[src/rtl/reg_list_sequencer.sv]
// reg_list_sequencer
//
// Walks a 16-bit register list for a block transfer (LDM/STM). One selected
// register is moved per cycle, in ascending register number, with the
// memory word address stepping by 4. An optional base-register writeback
// cycle follows the transfers, and a one-cycle done pulse ends the operation.
//
// Build option:
//   REGFILE_XFER_WRITEBACK_EN - when defined, a WB cycle writes the final
//   address into register rn. The WB cycle is skipped for rn=15 and for an
//   LDM whose list contains rn. When undefined, wback and rn are ignored.
//
// Handshake: start is accepted only in IDLE, where busy=0. When it is
// accepted, every request input is captured on that clock edge. busy then
// stays high until the cycle after the done pulse. A start seen while busy
// is dropped and is not queued.
//
// Ports:
//   clk, reset             clock, synchronous active-high reset
//   start                  request (sampled only in IDLE)
//   load, up, pre          LDM/STM, increment/decrement, before/after
//   wback, rn, base        writeback request, base register, base address
//   reg_list               bit i selects Ri
//   mem_read_data          async memory read data for mem_addr
//   read_datas             register file read data for read_reg_addrs
//   mem_addr               transfer word address
//   mem_write_enable/_data STM store strobe and data
//   read_reg_addrs         register being stored
//   write_enable3/_reg_addr3/_data3  register file write port
//   pc_write_enable/_data  LDM load of R15
//   busy, done             activity flag and completion pulse
module reg_list_sequencer (
  input  logic        clk,
  input  logic        reset,
  input  logic        start,
  input  logic        load,
  input  logic        up,
  input  logic        pre,
  input  logic        wback,
  input  logic [3:0]  rn,
  input  logic [31:0] base,
  input  logic [15:0] reg_list,
  input  logic [31:0] mem_read_data,
  input  logic [31:0] read_datas,
  output logic [31:0] mem_addr,
  output logic        mem_write_enable,
  output logic [31:0] mem_write_data,
  output logic [3:0]  read_reg_addrs,
  output logic        write_enable3,
  output logic [3:0]  write_reg_addr3,
  output logic [31:0] write_data3,
  output logic        pc_write_enable,
  output logic [31:0] pc_write_data,
  output logic        busy,
  output logic        done
);

  typedef enum logic [1:0] {
    IDLE = 2'd0,
    XFER = 2'd1,
    WB   = 2'd2,
    DONE = 2'd3
  } state_t;

  state_t      state;
  logic [31:0] cur_addr;   // address of the transfer in the current XFER cycle
  logic [15:0] pending;    // registers still to transfer
  logic        load_q;

  logic [4:0]  req_count;
  logic [31:0] span;       // 4 * popcount(reg_list)
  logic [31:0] start_addr;
  logic [3:0]  cur_reg;
  logic [15:0] pending_next;
  logic        go_wb;

  always_comb begin
    req_count = 5'd0;
    for (int i = 0; i < 16; i++) begin
      req_count = req_count + {4'd0, reg_list[i]};
    end
  end

  assign span = {25'd0, req_count, 2'b00};

  // The lowest address of the block is always the first one transferred,
  // because registers go out in ascending order.
  always_comb begin
    case ({up, pre})
      2'b10:   start_addr = base;                  // IA
      2'b11:   start_addr = base + 32'd4;          // IB
      2'b00:   start_addr = base - span + 32'd4;   // DA
      default: start_addr = base - span;           // DB
    endcase
  end

  // The current register is the lowest register still pending.
  always_comb begin
    cur_reg = 4'd0;
    for (int i = 15; i >= 0; i--) begin
      if (pending[i]) cur_reg = 4'(i);
    end
  end

  assign pending_next = pending & ~(16'd1 << cur_reg);

`ifdef REGFILE_XFER_WRITEBACK_EN
  logic        wb_q;
  logic [3:0]  rn_q;
  logic [31:0] final_q;
  logic [31:0] final_addr;
  logic        wb_applies;

  assign final_addr = up ? (base + span) : (base - span);
  // The loaded value wins over writeback. R15 is never written back.
  assign wb_applies = wback && (rn != 4'd15) && !(load && reg_list[rn]);
  assign go_wb      = wb_q;
`else
  logic unused_inputs;
  assign unused_inputs = ^{wback, rn};
  assign go_wb         = 1'b0;
`endif

  always_ff @(posedge clk) begin
    if (reset) begin
      state    <= IDLE;
      cur_addr <= 32'd0;
      pending  <= 16'd0;
      load_q   <= 1'b0;
`ifdef REGFILE_XFER_WRITEBACK_EN
      wb_q     <= 1'b0;
      rn_q     <= 4'd0;
      final_q  <= 32'd0;
`endif
    end else begin
      case (state)
        IDLE: begin
          if (start) begin
            load_q   <= load;
            pending  <= reg_list;
            cur_addr <= start_addr;
`ifdef REGFILE_XFER_WRITEBACK_EN
            wb_q     <= wb_applies;
            rn_q     <= rn;
            final_q  <= final_addr;
`endif
            state    <= (req_count != 5'd0) ? XFER : DONE;
          end
        end
        XFER: begin
          cur_addr <= cur_addr + 32'd4;
          pending  <= pending_next;
          if (pending_next == 16'd0) begin
            state <= go_wb ? WB : DONE;
          end
        end
        WB:      state <= DONE;
        default: state <= IDLE;   // DONE
      endcase
    end
  end

  // Address and strobes are decoded from registered state only. The data
  // outputs pass through combinationally because both data sources are
  // same-cycle reads.
  always_comb begin
    mem_addr         = 32'd0;
    mem_write_enable = 1'b0;
    mem_write_data   = 32'd0;
    read_reg_addrs   = 4'd0;
    write_enable3    = 1'b0;
    write_reg_addr3  = 4'd0;
    write_data3      = 32'd0;
    pc_write_enable  = 1'b0;
    pc_write_data    = 32'd0;
    busy             = (state != IDLE);
    done             = (state == DONE);
    case (state)
      XFER: begin
        mem_addr = cur_addr;
        if (load_q) begin
          if (cur_reg == 4'd15) begin
            pc_write_enable = 1'b1;
            pc_write_data   = mem_read_data;
          end else begin
            write_enable3   = 1'b1;
            write_reg_addr3 = cur_reg;
            write_data3     = mem_read_data;
          end
        end else begin
          read_reg_addrs   = cur_reg;
          mem_write_enable = 1'b1;
          mem_write_data   = read_datas;
        end
      end
`ifdef REGFILE_XFER_WRITEBACK_EN
      WB: begin
        write_enable3   = 1'b1;
        write_reg_addr3 = rn_q;
        write_data3     = final_q;
      end
`endif
      default: ;
    endcase
  end

endmodule
[config.mk]
export PLATFORM = sky130hd
export DESIGN_NAME = reg_list_sequencer
export DESIGN_NICKNAME = d
export VERILOG_FILES = /design/src/rtl/reg_list_sequencer.sv
export SDC_FILE = /design/constraint.sdc
export NUM_CORES = 1
export LEC_CHECK = 0
export CORE_MARGIN = 3
export CORE_UTILIZATION = 34
export DETAILED_ROUTE_END_ITERATION = 7
export PLACE_DENSITY = 0.59
export SETUP_SLACK_MARGIN = 0.5
export SLEW_MARGIN = 40
export SYNTH_ARGS = -nofsm -noshare
export SYNTH_HDL_FRONTEND = slang
export SYNTH_SLANG_ARGS = --single-unit
[constraint.sdc]
create_clock -name clk -period 9.9 [get_ports clk]
set_input_delay 2.475 -clock clk [delete_from_list [all_inputs] [get_ports clk]]
set_output_delay 2.475 -clock clk [all_outputs]
set_load 0.01 [all_outputs]
# Word level (Yosys, flattened, before mapping)
# Cells that the tools add are included.
[classes] n_eq_ne=8 n_addsub=19 n_reduce_logical=9 mux=47 n_bitwise=2 n_mul=0 div_mod_pow=0 shifts=1 magnitude_cmp=0
[ops] operator="32-bit two-way mux" n=10
[ops] operator="32-bit by 3-bit adder with 32-bit output (second input constant)" n=3
[ops] operator="32-bit one-hot mux with 3 select lines" n=1
[ops] operator="4-bit two-way mux" n=21
[ops] operator="32-bit one-hot mux with 2 select lines" n=1
[ops] operator="5-bit by 1-bit adder with 5-bit output" n=11
[ops] operator="16-bit one-hot mux with 2 select lines" n=1
[ops] operator="32-bit by 7-bit subtractor with 32-bit output" n=1
[ops] operator="16-bit bitwise AND" n=1
[ops] operator="16-bit zero test" n=1
[ops] operator="16-bit two-way mux" n=1
[ops] operator="16-bit inverter" n=1
[ops] operator="1-bit by 4-bit left shift with 16-bit output (first input constant)" n=1
[ops] operator="2-bit == test (second input constant)" n=4
[ops] operator="1-bit two-way mux" n=8
[ops] operator="2-bit two-way mux" n=3
[ops] operator="2-bit one-hot mux with 3 select lines" n=1
[ops] operator="2-bit AND reduction" n=3
[ops] operator="4-bit by 1-bit adder with 5-bit output" n=1
[ops] operator="5-bit nonzero test" n=1
[ops] operator="3-bit by 1-bit adder with 4-bit output" n=1
[ops] operator="4-bit == test (second input constant)" n=1
[ops] operator="2-bit zero test" n=2
[ops] operator="2-bit != test (second input constant)" n=2
[ops] operator="other kinds (4)" n=5
[word_totals] latchBits=0 reg_bits=51 romBits=0 n_memories=0 inputBits=123 ram_bits=0

# Longest topological paths before layout
[logic_depth] word_depth=22 depth_mapped=24 ltp_nobuf=22

# Worst setup path after synthesis
# OpenSTA, ideal clock, no wires.
[synth_path] path_type="input port to flip-flop" startpoint="input reg_list[0]" endpoint="register cur_addr[15]" path_slack_ns=1.587 path_buffers=1 cell_stages=21 arrival_time_ns=8.221 setup_ns=0.092 cell_sequence="inv_1 fa_1 fa_1 fa_1 fa_1 inv_1 ha_1 inv_1 fa_1 fa_1 a21o_1 and2_1 o311ai_0 nand2_1 a32oi_1 and2_1 buf_2 nand3_1 nor2_1 mux2_2 o32ai_1"
[synth_between] elab_chain_len=20
[synth_rtl] item="from (decl)" line="42" rtl="input logic [15:0] reg_list,"
[synth_rtl] item="1-bit by 1-bit adder with 2-bit output *" line="80" rtl="req_count = req_count + {4'd0, reg_list[i]};"
[synth_rtl] item="2-bit by 1-bit adder with 3-bit output *" line="80"
[synth_rtl] item="3-bit by 1-bit adder with 4-bit output *" line="80"
[synth_rtl] item="4-bit by 1-bit adder with 5-bit output *" line="80"
[synth_rtl] item="5-bit by 1-bit adder with 5-bit output * (11 in a row)" line="80"
[synth_rtl] item="32-bit by 7-bit subtractor with 32-bit output *" line="92, 93"
[synth_rtl] item="32-bit by 3-bit adder with 32-bit output" line="92" rtl="2'b00: start_addr = base - span + 32'd4;"
[synth_rtl] item="32-bit one-hot mux with 3 select lines *" line="89" rtl="case ({up, pre})"
[synth_rtl] item="32-bit two-way mux *" line="138" rtl="if (start) begin"
[synth_rtl] item="32-bit one-hot mux with 2 select lines *" line="136" rtl="case (state)"
[synth_rtl] item="to (signal assigned)" line="141" rtl="cur_addr <= start_addr;"
[synth_rtl] item="to (signal assigned)" line="151" rtl="cur_addr <= cur_addr + 32'd4;"
[synth_rtl] item="to (decl)" line="66" rtl="logic [31:0] cur_addr;"
# Every way passes the cells marked *; elsewhere a longest branch is shown, timed or not. The select of a mux whose other input is x is not followed.
# A chain may end at the register's enable or synchronous reset.

# Worst setup path after layout
[layout_path] startpoint="input reg_list[5]" endpoint="register cur_addr[24]"
[layout_between] elab_chain_len=16
[layout_rtl] item="5-bit by 1-bit adder with 5-bit output * (11 in a row)" line="80"
[layout_rtl] item="32-bit by 7-bit subtractor with 32-bit output *" line="92, 93"
[layout_rtl] item="32-bit by 3-bit adder with 32-bit output" line="92"
[layout_rtl] item="32-bit one-hot mux with 3 select lines *" line="89"
[layout_rtl] item="32-bit two-way mux *" line="138"
[layout_rtl] item="32-bit one-hot mux with 2 select lines *" line="136"
# Marks and branches as above.

==> flow_results.xml <==
<?xml version="1.0" encoding="UTF-8"?>
<metrics>
  <group name="floorplanning">
    <metric name="design.portCount" unit="">264</metric>
    <metric name="design.die.area" unit="µm²">24000</metric>
    <metric name="initial_utilization" unit="">0.352</metric>
    <metric name="rows" unit="">53</metric>
    <metric name="die_h" unit="µm">155</metric>
    <metric name="die_w" unit="µm">155</metric>
    <metric name="core_area" unit="µm²">21400</metric>
  </group>
  <group name="sta">
    <metric name="tns" unit="ps">0</metric>
    <metric name="timing.final.crit_period" unit="ps">9080</metric>
    <metric name="timing_worst_slew_pin_value" unit="ps">793</metric>
    <metric name="setup_repair_after_global_routing_missed_its_margin" unit="">no</metric>
    <metric name="setup_viol" unit="">0</metric>
    <metric name="skew" unit="ps">11.4</metric>
    <metric name="slew_headroom" unit="">0.466</metric>
    <metric name="slew_viol_final" unit="">0</metric>
    <metric name="max_freq" unit="MHz">110</metric>
    <metric name="finalHoldViolCount" unit="">0</metric>
    <metric name="finalCritPeriodShare" unit="">0.918</metric>
  </group>
  <group name="routing">
    <metric name="drt-total-wl" unit="mm">32.9</metric>
    <metric name="detail_route.iter0.violations" unit="">793</metric>
    <metric name="num_vias" unit="">9305</metric>
    <metric name="drc" unit="">0</metric>
    <metric name="via_per_inst" unit="">5.71</metric>
    <metric name="detail_route.wl_per_cell" unit="µm">20.2</metric>
    <metric name="ant_nets" unit="">0</metric>
    <metric name="number_of_iterations_in_the_first_detailed_routing_pass" unit="">5</metric>
  </group>
  <group name="logic_synthesis">
    <metric name="synthesis.nets" unit="">1286</metric>
    <metric name="synth_compound_gate_area_share" unit="">0.277</metric>
    <metric name="area_share_of_the_largest_cell_type_after_synthesis" unit="">0.135</metric>
    <metric name="synth.most_common_cell" unit="">sky130_fd_sc_hd__and2_1</metric>
    <metric name="synth.yosys.seq_area_share" unit="">0.135</metric>
    <metric name="synth_top_cells_by_area" unit="">sky130_fd_sc_hd__dfxtp_1 14%, sky130_fd_sc_hd__and2_1 11%, sky130_fd_sc_hd__a21oi_1 6.0%, sky130_fd_sc_hd__nand2_1 6.0%, sky130_fd_sc_hd__nor2_1 5.1%</metric>
    <metric name="asyncSetResetFlopFracSynth" unit="">0</metric>
    <metric name="predominant_post_synthesis_flop_cell" unit="">sky130_fd_sc_hd__dfxtp_1</metric>
    <metric name="post_synth_xor_area_fraction" unit="">0.0628</metric>
    <metric name="postSynthAreaPerCell" unit="µm²">6.65</metric>
    <metric name="synthCells" unit="">1134</metric>
    <metric name="synthSimpleGateAreaFrac" unit="">0.382</metric>
    <metric name="number_of_synthesized_flops_with_an_enable_pin" unit="">0</metric>
    <metric name="ys_top_cells_by_count" unit="">131 x sky130_fd_sc_hd__and2_1, 120 x sky130_fd_sc_hd__nand2_1, 102 x sky130_fd_sc_hd__nor2_1, 91 x sky130_fd_sc_hd__a21oi_1, 61 x sky130_fd_sc_hd__clkbuf_1</metric>
    <metric name="ys_seq_elements" unit="">51</metric>
    <metric name="post_synth_instance_area" unit="µm²">7540</metric>
    <metric name="main_combinational_cell_family_by_area_after_synthesis" unit="">simple AND/OR/NAND/NOR gates</metric>
    <metric name="synth_largest_area_cell" unit="">sky130_fd_sc_hd__dfxtp_1</metric>
    <metric name="synthMuxAreaShare" unit="">0.0133</metric>
    <metric name="post_synth_num_cell_types" unit="">90</metric>
    <metric name="yosys.area_share.adder" unit="">0.0618</metric>
    <metric name="yosys_warnings" unit="">0</metric>
  </group>
  <group name="pwr">
    <metric name="power.static_leakage" unit="nW">3.84</metric>
    <metric name="cellInternalPower" unit="W">0.000972</metric>
    <metric name="sw_frac_of_total" unit="">0.518</metric>
    <metric name="power.share.clock" unit="">0.086</metric>
    <metric name="vdd_drop_max" unit="mV">0.119</metric>
    <metric name="design_power_total" unit="W">0.00202</metric>
    <metric name="power.sequential.fraction" unit="">0.175</metric>
    <metric name="power_density" unit="nW/µm²">191</metric>
    <metric name="power_frac_comb" unit="">0.739</metric>
    <metric name="net-switching-power" unit="W">0.00105</metric>
  </group>
  <group name="final_layout">
    <metric name="areaGrowthSynthToFinish" unit="%">40.2</metric>
    <metric name="diodes" unit="">0</metric>
    <metric name="post_route_non_filler_standard_cell_count" unit="">1631</metric>
    <metric name="drive_gt1_frac" unit="">0.0612</metric>
    <metric name="layout.nets" unit="">1508</metric>
    <metric name="utilization" unit="">0.493</metric>
  </group>
  <group name="clock_network">
    <metric name="cts_tree" unit="">done</metric>
    <metric name="clk_pin_slew" unit="ps">70</metric>
    <metric name="clk_path_buf_depth" unit="">2</metric>
    <metric name="cts_made_buffers" unit="">5</metric>
    <metric name="clock-sinks" unit="">51</metric>
    <metric name="clock_tree.htree_level_count" unit="">2</metric>
    <metric name="clock_latency" unit="ps">300</metric>
    <metric name="cts.root.buffer_cell" unit="">sky130_fd_sc_hd__clkbuf_16</metric>
  </group>
  <group name="status">
    <metric name="status" unit="">finished, final reports clean</metric>
  </group>
  <group name="global_routing">
    <metric name="grt_pass1_vias" unit="">8631</metric>
    <metric name="wire_length_of_the_first_global_routing_pass" unit="mm">50.6</metric>
    <metric name="grt.total_usage" unit="">0.262</metric>
    <metric name="largest_net_degree_at_the_start_of_global_routing" unit="">57</metric>
    <metric name="globalRouteOverflowTotal" unit="">0</metric>
    <metric name="antenna_found_initial" unit="">1</metric>
  </group>
  <group name="min_path">
    <metric name="worstHoldPathType" unit="">flip-flop to flip-flop</metric>
    <metric name="hold-path-endpoint" unit="">cur_addr[0]$_SDFFE_PP0P_</metric>
    <metric name="worst_hold_path.num_cells" unit="">2</metric>
    <metric name="hold_path.startpoint" unit="">cur_addr[0]$_SDFFE_PP0P_</metric>
  </group>
  <group name="job">
    <metric name="maxCapViolations" unit="">0</metric>
  </group>
  <group name="worst_setup_path">
    <metric name="reg2reg_to" unit="">state[0]$_SDFFE_PP0P_</metric>
    <metric name="ff2ff_path_depth" unit="">9</metric>
    <metric name="worstReg2RegStart" unit="">pending[0]$_SDFFE_PP0P_</metric>
    <metric name="critical_path_required" unit="ps">10050</metric>
    <metric name="worstPathMaxFanout" unit="">8</metric>
    <metric name="worst-setup-path-type" unit="">primary input to flip-flop</metric>
    <metric name="critPathLaunchType" unit="">primary input</metric>
    <metric name="first_element_of_the_critical_path" unit="">reg_list[5]</metric>
    <metric name="crit_path_end_kind" unit="">flip-flop</metric>
    <metric name="reg2reg_slack" unit="ps">6450</metric>
    <metric name="cp_data_arrival_time" unit="ps">9230</metric>
  </group>
  <group name="placed_design">
    <metric name="placed_cells" unit="">1621</metric>
    <metric name="finalWeightedCongestion" unit="">0.935</metric>
    <metric name="detailedPlacementHpwl" unit="mm">26.1</metric>
    <metric name="portbufs" unit="">258</metric>
  </group>
</metrics>
## cell families after synthesis
kind of cell / after synthesis
mux: 9
xor+xnor: 54
fa+ha+maj: 31
buf+inv: 128
compound gates: 315
simple gates: 546
flops: 51
## critical path: stages
cell and delay (ps):
sky130_fd_sc_hd__clkdlybuf4s50_1 520, sky130_fd_sc_hd__inv_1 80, sky130_fd_sc_hd__fa_1 560, sky130_fd_sc_hd__fa_1 430
sky130_fd_sc_hd__fa_1 570, sky130_fd_sc_hd__fa_1 430, sky130_fd_sc_hd__inv_1 60, sky130_fd_sc_hd__ha_1 230
sky130_fd_sc_hd__inv_1 80, sky130_fd_sc_hd__fa_1 400, sky130_fd_sc_hd__xor2_1 190, sky130_fd_sc_hd__ha_1 350
sky130_fd_sc_hd__and3b_1 280, sky130_fd_sc_hd__or2_4 320, sky130_fd_sc_hd__o22ai_1 190, sky130_fd_sc_hd__a21boi_0 200
sky130_fd_sc_hd__a2111o_1 430, sky130_fd_sc_hd__a211o_1 410, sky130_fd_sc_hd__nand4b_1 330, sky130_fd_sc_hd__buf_4 220
sky130_fd_sc_hd__nor3_1 200, sky130_fd_sc_hd__xor2_1 180, sky130_fd_sc_hd__o22ai_1 90
## area by class of cell
cell class,instances,area [µm²]
fillers,2177,10900
multi-input cells,955,6040
repair buffers,290,2820
flip-flops and latches,51,1020
well taps,275,344
inverters,53,199
clock buffers,5,125
clock inverters,2,13.8
## power groups by stage
stage               Combinational [W]  Sequential (W)  Clock (W)
finish                        0.00149        0.000352   0.000174
global route                  0.00165        0.000364   0.000185
CTS                           0.00147        0.000350   0.000178
detailed placement            0.00147        0.000355          0
global placement              0.00146        0.000353          0
floorplan                    0.000964        0.000324          0
## registers in the layout, indices dropped and copies added, names as in the netlist
register  count
state         2
load_q        1
cur_addr     32
pending      16
## through the flow
step           cell area [µm²]  hold WS [ps]  setup WS, ps
2_1_floorplan             7540           448          1590
3_3_place_gp             10400           464           494
3_5_place_dp             10400           473           449
4_1_cts                  10500           487           731
5_1_grt                  10600           513           509
6_report                 10600           477           817
## cell usage in the layout (no fill, tap or decap), drive strengths merged, types with 33 or more instances in the layout
cell type and n:
clkdlybuf4s50 257, and2 131, nand2 121, nor2 103
a21oi 91, o21ai 62, inv 51, dfxtp 51
nand3 48, buf 33, nor3 33
## worst max path at each step
stage / cells after the start / to / slack [ps]
finish: 23 / cur_addr[24]$_SDFFE_PP0P_ / 820
global route: 23 / cur_addr[24]$_SDFFE_PP0P_ / 510
CTS: 22 / cur_addr[28]$_SDFFE_PP0P_ / 730
detailed placement: 22 / cur_addr[28]$_SDFFE_PP0P_ / 450
global placement: 23 / cur_addr[30]$_SDFFE_PP0P_ / 490
floorplan: 21 / cur_addr[15]$_SDFFE_PP0P_ / 1590
## per-layer routing
| layer | up-vias | track usage | part of all wire |
|---|---|---|---|
| li1 | 4510 | - | - |
| met1 | 4352 | 0.331 | 0.41 |
| met2 | 393 | 0.469 | 0.50 |
| met3 | 50 | 0.0298 | 0.061 |
| met4 | 0 | 0.0719 | 0.028 |
| met5 | - | 0 | 0 |
## what timing repair did
| action | CTS | global route |
|---|---|---|
| resized for setup | 0 | 4 |
| setup endpoints to repair | 0 | 8 |
| hold buffers | 0 | 0 |
| buffers inserted | 0 | 3 |
No activity file was read; power rests on OpenSTA's default activity.
